<file path="config.mk">
export PLATFORM = sky130hd
export DESIGN_NAME = friscv_mem_arbiter_flat
export DESIGN_NICKNAME = d
export VERILOG_FILES = /design/src/rtl/friscv_pkg.sv /design/src/rtl/friscv_mem_arbiter_if.sv /design/src/rtl/friscv_mem_arbiter.sv /design/src/flat_wrapper.sv
export SDC_FILE = /design/constraint.sdc
export NUM_CORES = 1
export LEC_CHECK = 0
export BUFFER_PORTS_ARGS = -buffer_cell sky130_fd_sc_hd__buf_2
export CORE_AREA = 2 2 99 101
export DETAILED_ROUTE_END_ITERATION = 7
export DIE_AREA = 0 0 101 103
export PLACE_DENSITY = 0.56
export SYNTH_ARGS = -nofsm -noshare
export SYNTH_HDL_FRONTEND = slang
export SYNTH_SLANG_ARGS = --single-unit
</file>
<file path="constraint.sdc">
create_clock -name clk -period 1.6 [get_ports clk]
set_input_delay 0.16 -clock clk [delete_from_list [all_inputs] [get_ports clk]]
set_output_delay 0.16 -clock clk [all_outputs]
set_load 0.05 [all_outputs]
</file>
<file path="src/rtl/friscv_pkg.sv">
// Shared core package.
// Contents used by the memory arbiter:
//   XLEN, XLEN_BYTES      - data path width in bits and in bytes
//   DMEM_DEPTH_BYTES      - default size of the shared memory in bytes
//   MEM_ARB_STARVE_LIMIT  - default number of denied fetch cycles before fetch wins
//   mem_owner_t           - which port owns the response in flight
package friscv_pkg;

    localparam int XLEN                 = 32;
    localparam int XLEN_BYTES           = XLEN / 8;
    localparam int DMEM_DEPTH_BYTES     = 4096;
    localparam int MEM_ARB_STARVE_LIMIT = 4;

    typedef enum logic [1:0] {
        OWN_NONE = 2'd0,
        OWN_IF   = 2'd1,
        OWN_DM   = 2'd2
    } mem_owner_t;

endpackage

</file>
<file path="src/rtl/friscv_mem_arbiter_if.sv">
// Bus bundle between the core's fetch/data ports, the arbiter and the memory.
// Parameter: MEM_DEPTH_BYTES sets the memory word-address width.
// Modports:
//   slave  - arbiter view (takes requests and read data, drives grants,
//            responses and the memory command)
//   master - core/memory view (the opposite directions)
interface friscv_mem_arbiter_if
    import friscv_pkg::*;
#(
    parameter int MEM_DEPTH_BYTES = DMEM_DEPTH_BYTES
);
    localparam int AW = $clog2(MEM_DEPTH_BYTES) - 2;

    // fetch port
    logic                  if_req_i;
    logic [XLEN-1:0]       if_addr_i;
    logic                  if_gnt_o;
    logic                  if_rvalid_o;
    logic [XLEN-1:0]       if_rdata_o;
    logic                  if_err_o;
    // data port
    logic                  dm_req_i;
    logic                  dm_we_i;
    logic [XLEN_BYTES-1:0] dm_be_i;
    logic [XLEN-1:0]       dm_addr_i;
    logic [XLEN-1:0]       dm_wdata_i;
    logic                  dm_gnt_o;
    logic                  dm_rvalid_o;
    logic [XLEN-1:0]       dm_rdata_o;
    logic                  dm_err_o;
    // memory side
    logic                  mem_req_o;
    logic                  mem_we_o;
    logic [XLEN_BYTES-1:0] mem_be_o;
    logic [AW-1:0]         mem_addr_o;
    logic [XLEN-1:0]       mem_wdata_o;
    logic [XLEN-1:0]       mem_rdata_i;

    modport slave (
        input  if_req_i, if_addr_i,
        output if_gnt_o, if_rvalid_o, if_rdata_o, if_err_o,
        input  dm_req_i, dm_we_i, dm_be_i, dm_addr_i, dm_wdata_i,
        output dm_gnt_o, dm_rvalid_o, dm_rdata_o, dm_err_o,
        output mem_req_o, mem_we_o, mem_be_o, mem_addr_o, mem_wdata_o,
        input  mem_rdata_i
    );

    modport master (
        output if_req_i, if_addr_i,
        input  if_gnt_o, if_rvalid_o, if_rdata_o, if_err_o,
        output dm_req_i, dm_we_i, dm_be_i, dm_addr_i, dm_wdata_i,
        input  dm_gnt_o, dm_rvalid_o, dm_rdata_o, dm_err_o,
        input  mem_req_o, mem_we_o, mem_be_o, mem_addr_o, mem_wdata_o,
        output mem_rdata_i
    );

endinterface

</file>
<file path="src/rtl/friscv_mem_arbiter.sv">
// Shares one single-port synchronous memory between instruction fetch and
// data load/store. Data wins by default; a starvation counter hands the slot
// to fetch after STARVE_LIMIT consecutive denied fetch cycles. Misaligned or
// out-of-range accesses are granted but never reach the memory and answer
// with err = 1, rdata = 0. Responses are routed to the owner one cycle later.
// Ports:
//   clk  - rising-edge clock
//   rst  - asynchronous active-high reset
//   bus  - friscv_mem_arbiter_if.slave (fetch, data and memory signals)
module friscv_mem_arbiter
    import friscv_pkg::*;
#(
    parameter int MEM_DEPTH_BYTES = DMEM_DEPTH_BYTES,
    parameter int STARVE_LIMIT    = MEM_ARB_STARVE_LIMIT
) (
    input  logic                 clk,
    input  logic                 rst,
    friscv_mem_arbiter_if.slave  bus
);

    localparam int              AW    = $clog2(MEM_DEPTH_BYTES) - 2;
    localparam logic [3:0]      LIMIT = 4'(STARVE_LIMIT);
    localparam logic [XLEN-1:0] DEPTH = XLEN'(MEM_DEPTH_BYTES);

    logic [3:0]      starve_cnt_q;
    mem_owner_t      owner_q;
    logic            err_q;

    logic            starved;
    logic            gnt_if;
    logic            gnt_dm;
    logic [XLEN-1:0] sel_addr;
    logic            sel_err;
    mem_owner_t      owner_d;

    // Grant selection and memory command, purely from current requests/state.
    always_comb begin
        // NOTE: every output of this block gets a default first so no path
        // leaves a value unassigned, which would otherwise infer a latch.
        starved         = (starve_cnt_q >= LIMIT);
        gnt_dm          = bus.dm_req_i && (!starved || !bus.if_req_i);
        gnt_if          = bus.if_req_i && !gnt_dm;
        sel_addr        = gnt_dm ? bus.dm_addr_i : bus.if_addr_i;
        sel_err         = (gnt_if || gnt_dm) &&
                          ((sel_addr[1:0] != 2'b00) || (sel_addr >= DEPTH));
        owner_d         = gnt_dm ? OWN_DM : (gnt_if ? OWN_IF : OWN_NONE);

        bus.mem_req_o   = 1'b0;
        bus.mem_we_o    = 1'b0;
        bus.mem_be_o    = '0;
        bus.mem_addr_o  = '0;
        bus.mem_wdata_o = '0;
        if ((gnt_if || gnt_dm) && !sel_err) begin
            bus.mem_req_o  = 1'b1;
            bus.mem_addr_o = sel_addr[AW+1:2];
            if (gnt_dm) begin
                bus.mem_we_o    = bus.dm_we_i;
                bus.mem_be_o    = bus.dm_be_i;
                bus.mem_wdata_o = bus.dm_wdata_i;
            end else begin
                bus.mem_be_o    = '1;
            end
        end
    end

    assign bus.if_gnt_o = gnt_if;
    assign bus.dm_gnt_o = gnt_dm;

    // Response routing: only the owner sees rvalid; an erroring access
    // returns zero data instead of whatever the memory holds.
    assign bus.if_rvalid_o = (owner_q == OWN_IF);
    assign bus.if_err_o    = (owner_q == OWN_IF) && err_q;
    assign bus.if_rdata_o  = ((owner_q == OWN_IF) && !err_q) ? bus.mem_rdata_i : '0;
    assign bus.dm_rvalid_o = (owner_q == OWN_DM);
    assign bus.dm_err_o    = (owner_q == OWN_DM) && err_q;
    assign bus.dm_rdata_o  = ((owner_q == OWN_DM) && !err_q) ? bus.mem_rdata_i : '0;

    always_ff @(posedge clk or posedge rst) begin
        if (rst) begin
            owner_q      <= OWN_NONE;
            err_q        <= 1'b0;
            starve_cnt_q <= '0;
        end else begin
            // NOTE: non-blocking assignments so every register samples the
            // pre-edge values regardless of statement order.
            owner_q <= owner_d;
            err_q   <= sel_err;
            // The count only measures an unbroken run of denied fetches.
            if (!bus.if_req_i || gnt_if) begin
                starve_cnt_q <= '0;
            end else if (starve_cnt_q < LIMIT) begin
                starve_cnt_q <= starve_cnt_q + 4'd1;
            end
        end
    end

endmodule

</file>
<file path="src/flat_wrapper.sv">
// flat-port wrapper written by rule: the top's interface ports become plain ports
module friscv_mem_arbiter_flat import friscv_pkg::*;
#(
    parameter int MEM_DEPTH_BYTES = DMEM_DEPTH_BYTES,
    parameter int STARVE_LIMIT    = MEM_ARB_STARVE_LIMIT
)
  (clk, rst, bus_if_req_i, bus_if_addr_i, bus_if_gnt_o, bus_if_rvalid_o, bus_if_rdata_o, bus_if_err_o, bus_dm_req_i, bus_dm_we_i, bus_dm_be_i, bus_dm_addr_i, bus_dm_wdata_i, bus_dm_gnt_o, bus_dm_rvalid_o, bus_dm_rdata_o, bus_dm_err_o, bus_mem_req_o, bus_mem_we_o, bus_mem_be_o, bus_mem_addr_o, bus_mem_wdata_o, bus_mem_rdata_i);
  friscv_mem_arbiter_if #(.MEM_DEPTH_BYTES(MEM_DEPTH_BYTES)) bus_i ();
  input  logic clk;
  input  logic rst;
  input wire logic [$bits(bus_i.if_req_i)-1:0] bus_if_req_i;
  input wire logic [$bits(bus_i.if_addr_i)-1:0] bus_if_addr_i;
  output wire logic [$bits(bus_i.if_gnt_o)-1:0] bus_if_gnt_o;
  output wire logic [$bits(bus_i.if_rvalid_o)-1:0] bus_if_rvalid_o;
  output wire logic [$bits(bus_i.if_rdata_o)-1:0] bus_if_rdata_o;
  output wire logic [$bits(bus_i.if_err_o)-1:0] bus_if_err_o;
  input wire logic [$bits(bus_i.dm_req_i)-1:0] bus_dm_req_i;
  input wire logic [$bits(bus_i.dm_we_i)-1:0] bus_dm_we_i;
  input wire logic [$bits(bus_i.dm_be_i)-1:0] bus_dm_be_i;
  input wire logic [$bits(bus_i.dm_addr_i)-1:0] bus_dm_addr_i;
  input wire logic [$bits(bus_i.dm_wdata_i)-1:0] bus_dm_wdata_i;
  output wire logic [$bits(bus_i.dm_gnt_o)-1:0] bus_dm_gnt_o;
  output wire logic [$bits(bus_i.dm_rvalid_o)-1:0] bus_dm_rvalid_o;
  output wire logic [$bits(bus_i.dm_rdata_o)-1:0] bus_dm_rdata_o;
  output wire logic [$bits(bus_i.dm_err_o)-1:0] bus_dm_err_o;
  output wire logic [$bits(bus_i.mem_req_o)-1:0] bus_mem_req_o;
  output wire logic [$bits(bus_i.mem_we_o)-1:0] bus_mem_we_o;
  output wire logic [$bits(bus_i.mem_be_o)-1:0] bus_mem_be_o;
  output wire logic [$bits(bus_i.mem_addr_o)-1:0] bus_mem_addr_o;
  output wire logic [$bits(bus_i.mem_wdata_o)-1:0] bus_mem_wdata_o;
  input wire logic [$bits(bus_i.mem_rdata_i)-1:0] bus_mem_rdata_i;
  assign bus_i.if_req_i = bus_if_req_i;
  assign bus_i.if_addr_i = bus_if_addr_i;
  assign bus_if_gnt_o = bus_i.if_gnt_o;
  assign bus_if_rvalid_o = bus_i.if_rvalid_o;
  assign bus_if_rdata_o = bus_i.if_rdata_o;
  assign bus_if_err_o = bus_i.if_err_o;
  assign bus_i.dm_req_i = bus_dm_req_i;
  assign bus_i.dm_we_i = bus_dm_we_i;
  assign bus_i.dm_be_i = bus_dm_be_i;
  assign bus_i.dm_addr_i = bus_dm_addr_i;
  assign bus_i.dm_wdata_i = bus_dm_wdata_i;
  assign bus_dm_gnt_o = bus_i.dm_gnt_o;
  assign bus_dm_rvalid_o = bus_i.dm_rvalid_o;
  assign bus_dm_rdata_o = bus_i.dm_rdata_o;
  assign bus_dm_err_o = bus_i.dm_err_o;
  assign bus_mem_req_o = bus_i.mem_req_o;
  assign bus_mem_we_o = bus_i.mem_we_o;
  assign bus_mem_be_o = bus_i.mem_be_o;
  assign bus_mem_addr_o = bus_i.mem_addr_o;
  assign bus_mem_wdata_o = bus_i.mem_wdata_o;
  assign bus_i.mem_rdata_i = bus_mem_rdata_i;
  friscv_mem_arbiter #(.MEM_DEPTH_BYTES(MEM_DEPTH_BYTES), .STARVE_LIMIT(STARVE_LIMIT)) u_core (.clk(clk), .rst(rst), .bus(bus_i));
endmodule
</file>
==> metrics.txt, run 1 <==
fin crit period=2040 ps; area grow syn2layout=252%; DRT Wirelength=10.1 mm; clock root buffer=clkbuf_8; Max Clk Rate=0.489 GHz; Clock Pin Slew Worst Setup and Hold Paths=40 ps; xor and xnor area share after synthesis=0.00643; Detailed Place HPWL=7.11 mm; post-route setup slack=-444 ps; Leakage=2.50 nW; Chip Height=103 um; DP Cell Count=565; Seq pwr share=0.172; worst path arrival time=1880 ps; clock tree buffer depth=2; met3 Use GR=0.0386; Clock Sinks=7; internal power=0.681 mW; syn_nets=335; Iter 0 DRT Violations=48; worst r2r path cells=6; critical path class=flop to output pin; Net Sw Power=0.444 mW; Adder-Cell Fraction of Synth Area=0.00919; Synth Area in Simple Gates=0.655; num ports=255; Switching Share=0.395; remaining antenna violation count=0; clk_lat worst skew=230 ps; sequential element share of the synthesized area=0.129; number of global-route vias before repair=2848; IO Port Bufs=254; initial antenna violation count=0; Layout Utilization=0.507; die width=101 um; Slew Limit Fails=0; global-route usage over all layers=0.186; pre-CTS setup slack=-529 ps; hold path depth=4; DIE AREA=0.0104 mm^2; VDD IR max=0.198 mV; drt wl/cell=17.2 um; share of cells above drive strength 1=0.882; DR vias=2600; hold crit path type=primary input to flop; CTS H-Tree Depth=1; # diodes=0; EDFF count, synth=0; post-synth cell types=28; initial core utilization=0.144; prevailing post-synth register cell=dfrtp_1; Max Cap Viol=0; clock share of power=0.221; DRC=0; setup repair after global routing missed its margin=yes; Syn Inst Count=197; asr flop ratio synth=1.00; crit-path max FO=11; status=complete, but fails checks; CP Launch Type=flop; first-pass GRT wire length=15.0 mm; mux cell area share after synthesis=0; layout net count=613; FP Rows=36; Fin. Hold Viols=0; GR Layer Usage met2=0.369; synthesized flop and latch total=7; grt total ovfl=0; TritonCTS clock tree=done; Mapped Avg Cell Area=6.91 um^2; compound-cell area share of the yosys netlist=0.128; synthesized area=0.00136 mm^2; global placer's final weighted congestion=0.764; Clock Skew=0.757 ps; Logic pwr share=0.607; GR Util met1=0.185; layer with the highest usage=met2; DRT Pass-1 Iters=4; Syn. warnings=0; pwr/cell area=235 mW/mm^2; largest net degree at the start of global routing=18; final setup fails=109; Core Box Area=0.00946 mm^2; endpoint class of the critical path=output pin; Tcrit/Tclk final=1.28; largest family of logic cells by synthesized area=simple AND/OR/NAND/NOR gates; worst endpoint required time=1440 ps; Finished Layout Cells=588; CTS buffer count=3; failing checks=negative setup slack; Vias/cell=4.42
## final timing paths
kind | from | endpoint | slack (ps)
hold / removal | bus_if_req_i | u_core.starve_cnt_q[0] | 360
setup reg to reg | u_core.starve_cnt_q[2] | u_core.err_q | 130
hold reg to reg | u_core.starve_cnt_q[0] | u_core.starve_cnt_q[0] | 440
setup / recovery | u_core.starve_cnt_q[2] | bus_mem_addr_o[5] | -440
min in group asynchronous | rst | u_core.starve_cnt_q[0] | 420
max in group asynchronous | rst | u_core.starve_cnt_q[2] | 980
## sequential cells by signal (all words and copies together), names as in the netlist
signal,flops
u_core.err_q,1
u_core.owner_q,2
u_core.starve_cnt_q,4
## metal layers
layer | vias up | part of all wire | routed length (um)
li1 | 1208 | - | -
met1 | 1198 | 0.33 | 3380
met2 | 172 | 0.55 | 5520
met3 | 22 | 0.088 | 893
met4 | 0 | 0.030 | 299
met5 | - | 0 | 0
## Yosys cell counts, types with 4 or more instances
| master | instances | area share |
|---|---|---|
| nand2_1 | 22 | 0.061 |
| and2_1 | 100 | 0.46 |
| nor2b_1 | 4 | 0.018 |
| nor2_1 | 5 | 0.014 |
| clkbuf_1 | 11 | 0.030 |
| a21oi_1 | 5 | 0.018 |
| nor4_2 | 4 | 0.037 |
| dfrtp_1 | 7 | 0.13 |
| nor4_1 | 6 | 0.028 |
| o22ai_1 | 4 | 0.018 |
| a221oi_2 | 5 | 0.055 |
| a221oi_1 | 5 | 0.032 |
## power groups by stage
stage	combinational (mW)	clock, mW	sequential [mW]
finish	0.683	0.249	0.193
global route	0.723	0.268	0.194
CTS	0.686	0.261	0.193
detailed placement	0.537	0	0.196
global placement	0.533	0	0.195
floorplan	0.275	0	0.194
## critical path, cell delays in order (launching register included)
cell	delay (ps)
dfrtp_1	390
o21ai_2	160
nand2_2	90
or3_4	340
buf_12	170
a221oi_4	300
buf_6	200
## stage by stage
stage	cell area (um^2)	setup TNS, ps	total power, mW	hold slack [ps]
after floorplan	1770	-6290	0.469	-36.6
after global placement	3300	-14700	0.728	92.3
after detailed placement	3300	-15800	0.732	105
after CTS	4870	-24810	1.14	356
after global routing	4790	-27900	1.19	377
final	4790	-20620	1.13	360
## kinds of logic after synthesis
group / Yosys count
XOR/XNOR: 1
buffers and inverters: 18
other: 1
AO/OA/AOI/OAI: 20
flip-flops: 7
adder cells (fa/ha/maj): 1
AND/OR/NAND/NOR: 149
## placed cells by master, fill, tap and decap left out, types with 2 or more instances in the layout
cell      instances
buf_4            12
nor2_1            4
a21oi_4           5
nor4_2            4
dfrtp_1           7
and2_4           96
a221oi_2          2
buf_8            98
and2_1            4
buf_6            25
buf_2           140
nor4_1            6
nor2b_4           4
clkbuf_8          3
a221oi_4          8
buf_16            5
o22ai_1           4
nand4_1           2
buf_12            8
nand2_1          22
## what timing repair did
item,in CTS,in global routing
cloned,7,0
endpoints found under the hold margin,7,0
resized for setup,370,14
setup endpoints to repair,114,115
hold buffers,1,0
pin swaps,64,8
buffers inserted,16,1
## cell type report
type                       instances  area (um^2)
timing repair buffer             289         2850
clock buffer                       3         41.3
fill                             824         4670
inverter                           2         10.0
clock inverter                     1         5.00
sequential                         7          175
tap                              114          143
multi-input combinational        172         1570
No activity file was read; power rests on OpenSTA's default activity.
==> inputs of run 2 (changes only) <==
--- a/config.mk
+++ b/config.mk
@@ -9,7 +9,7 @@
 export CORE_AREA = 2 2 99 101
 export DETAILED_ROUTE_END_ITERATION = 7
 export DIE_AREA = 0 0 101 103
-export PLACE_DENSITY = 0.56
+export PLACE_DENSITY = 0.62
 export SYNTH_ARGS = -nofsm -noshare
 export SYNTH_HDL_FRONTEND = slang
 export SYNTH_SLANG_ARGS = --single-unit
==> metrics.txt, run 2 (synthesis results as in run 1) <==
drt wl/cell=17.0 um (-1.2%); Iter 0 DRT Violations=14 (-71%); TritonCTS clock tree=done; Switching Share=0.385 (-0.00986); Finished Layout Cells=590 (+0.34%); VDD IR max=0.183 mV (-7.2%); Bufs and invs on worst path=3 (+1); hold crit path type=primary input to flop; Fin. Hold Viols=0 (unchanged); CP cell instances=o21ai_2, nand2_2, or3_4, buf_12, buf_12, a21oi_4, buf_6; reg2reg end=u_core.err_q; Clock Pin Slew Worst Setup and Hold Paths=40 ps (about the same); Filler cells=817 (-0.85%); Tcrit/Tclk final=1.25 (-0.0309); placed cell areas=0.00332 mm^2 (+0.61%); pwr/cell area=233 mW/mm^2 (-0.82%); global-route usage over all layers=0.162 (-0.0240); worst endpoint required time=1440 ps (about the same); remaining antenna violation count=0 (unchanged); Leakage=2.49 nW (-0.36%); DRC=0 (unchanged); worst r2r path cells=7 (+1); crit-path max FO=11 (unchanged); Crit-path slowest cell=dfrtp_1; register area=175 um^2 (unchanged); commonest non-fill, non-tap cell in the layout=buf_2; max reg flops=4 (unchanged); # diodes=0 (unchanged); endpoint class of the critical path=output pin; Power, Total=1.12 mW (-0.38%); DRT Pass-1 Iters=4 (unchanged); commonest cells after routing, fill and taps aside=buf_2, and2_4, buf_8; clock tree buffer depth=2 (unchanged); num ports=255 (unchanged); initial core utilization=0.144 (unchanged); Largest Register=u_core.starve_cnt_q; Max Cap Viol=0 (unchanged); status=complete, but fails checks; CTS H-Tree Depth=1 (unchanged); share of cells above drive strength 1=0.882 (about the same); first-pass GRT wire length=13.2 mm (-12%); Vias/cell=4.31 (-2.5%); CP Launch Type=flop; failing checks=negative setup slack; leading registers by flop count=u_core.starve_cnt_q: 4 flops, u_core.owner_q: 2 flops, u_core.err_q: 1 flops; setup repair after global routing missed its margin=yes; internal power=0.690 mW (+1.2%); critical path's most frequent cell=buf_12; IO Port Bufs=254 (unchanged); Seq pwr share=0.173 (about the same); largest net degree at the start of global routing=33 (+15); reg2reg start=u_core.starve_cnt_q[3]; global placer's final weighted congestion=0.791 (+3.6%); die width=101 um (unchanged); number of global-route vias before repair=2567 (-9.9%); Final Cell Area=0.00481 mm^2 (+0.44%); clock root buffer=clkbuf_8; Slew Limit Fails=0 (unchanged); Hold Startpoint=bus_if_req_i; Core Box Area=0.00946 mm^2 (unchanged); hold path depth=4 (unchanged); clk_lat worst skew=220 ps (about the same); Detailed Place HPWL=6.84 mm (-3.9%); final setup fails=113 (+3.7%); Clock Sinks=7 (unchanged); Clock Skew=0.764 ps (+0.00758 ps); fin crit period=1990 ps (-49.4 ps); Max Clk Rate=0.501 GHz (+2.5%); area occupied by multi-input gates=0.00156 mm^2 (-0.56%); critical path class=flop to output pin; FP Rows=36 (unchanged); worst path arrival time=1830 ps (-50 ps); layout net count=615 (+0.33%); Net Sw Power=0.432 mW (-2.9%); DR vias=2544 (-2.2%); grt total ovfl=0 (unchanged); Hold Slack=357 ps (-3.28 ps); initial antenna violation count=0 (unchanged); setup slack, reg-to-reg=90 ps (-40 ps); CTS buffer count=3 (unchanged); DP Cell Count=568 (+0.53%); Crit path max-delay family=buffers and inverters; post-route setup slack=-394 ps (+49.4 ps); Logic pwr share=0.614 (+0.007); DRT Wirelength=10.0 mm (-0.87%); area grow syn2layout=254%; Hold Path End=u_core.starve_cnt_q[0]; DIE AREA=0.0104 mm^2 (unchanged); clock share of power=0.213 (-0.008); pre-CTS setup slack=-475 ps (+54.1 ps); Crit path largest cell delay=380 ps (about the same); Chip Height=103 um (unchanged)
==> run 2: worst max path at each step <==
stage | endpoint | depth (start not counted) | from
floorplan | bus_mem_addr_o[0] | 4 | bus_if_addr_i[0]
global placement | bus_mem_addr_o[5] | 7 | bus_dm_addr_i[0]
detailed placement | bus_mem_addr_o[5] | 7 | bus_dm_addr_i[0]
CTS | bus_mem_addr_o[5] | 6 | u_core.starve_cnt_q[3]
global route | bus_mem_addr_o[4] | 6 | u_core.starve_cnt_q[3]
finish | bus_mem_be_o[1] | 7 | u_core.starve_cnt_q[3]
==> run 2: routing by layer <==
layer / GRT usage / wire length [um] / vias to the layer above
li1: - / - / 1208
met3: 0.0251 / 799 / 11
met4: 0.0499 / 175 / 0
met1: 0.179 / 3470 / 1163
met2: 0.317 / 5560 / 162
met5: 0 / 0 / -
==> run 2: through the flow <==
step,util,TNS (ps)
5_1_grt,0.509,-32200
4_1_cts,0.492,-20740
3_5_place_dp,0.351,-18290
6_report,0.509,-25730
2_1_floorplan,-,-6290
3_3_place_gp,0.351,-16720
==> run 2: power by group through the flow <==
stage,sequential (mW),combinational (mW),clock [mW]
finish,0.193,0.689,0.239
floorplan,0.194,0.275,0
global route,0.194,0.726,0.257
global placement,0.195,0.533,0
detailed placement,0.196,0.539,0
CTS,0.193,0.652,0.247
==> run 2: cell type report <==
| cell class | instances | share of cell area |
|---|---|---|
| clock buffer | 4 | 0.00936 |
| inverter | 2 | 0.00156 |
| multi-input combinational | 172 | 0.324 |
| sequential | 7 | 0.0364 |
| tap | 114 | 0.0296 |
| timing repair buffer | 291 | 0.599 |
==> run 2: tightest hold or removal path, stage by stage <==
cell and delay (ps):
buf_2 110, buf_4 150, nand2_1 70, nor2_1 40
==> run 2: repair_timing <==
item	4_1_cts	5_1_grt
cloned	4	3
buffers inserted	11	2
hold buffers	1	0
hold endpoints to repair	7	0
setup endpoints to repair	115	115
resized for setup	327	56
pin swaps	33	35
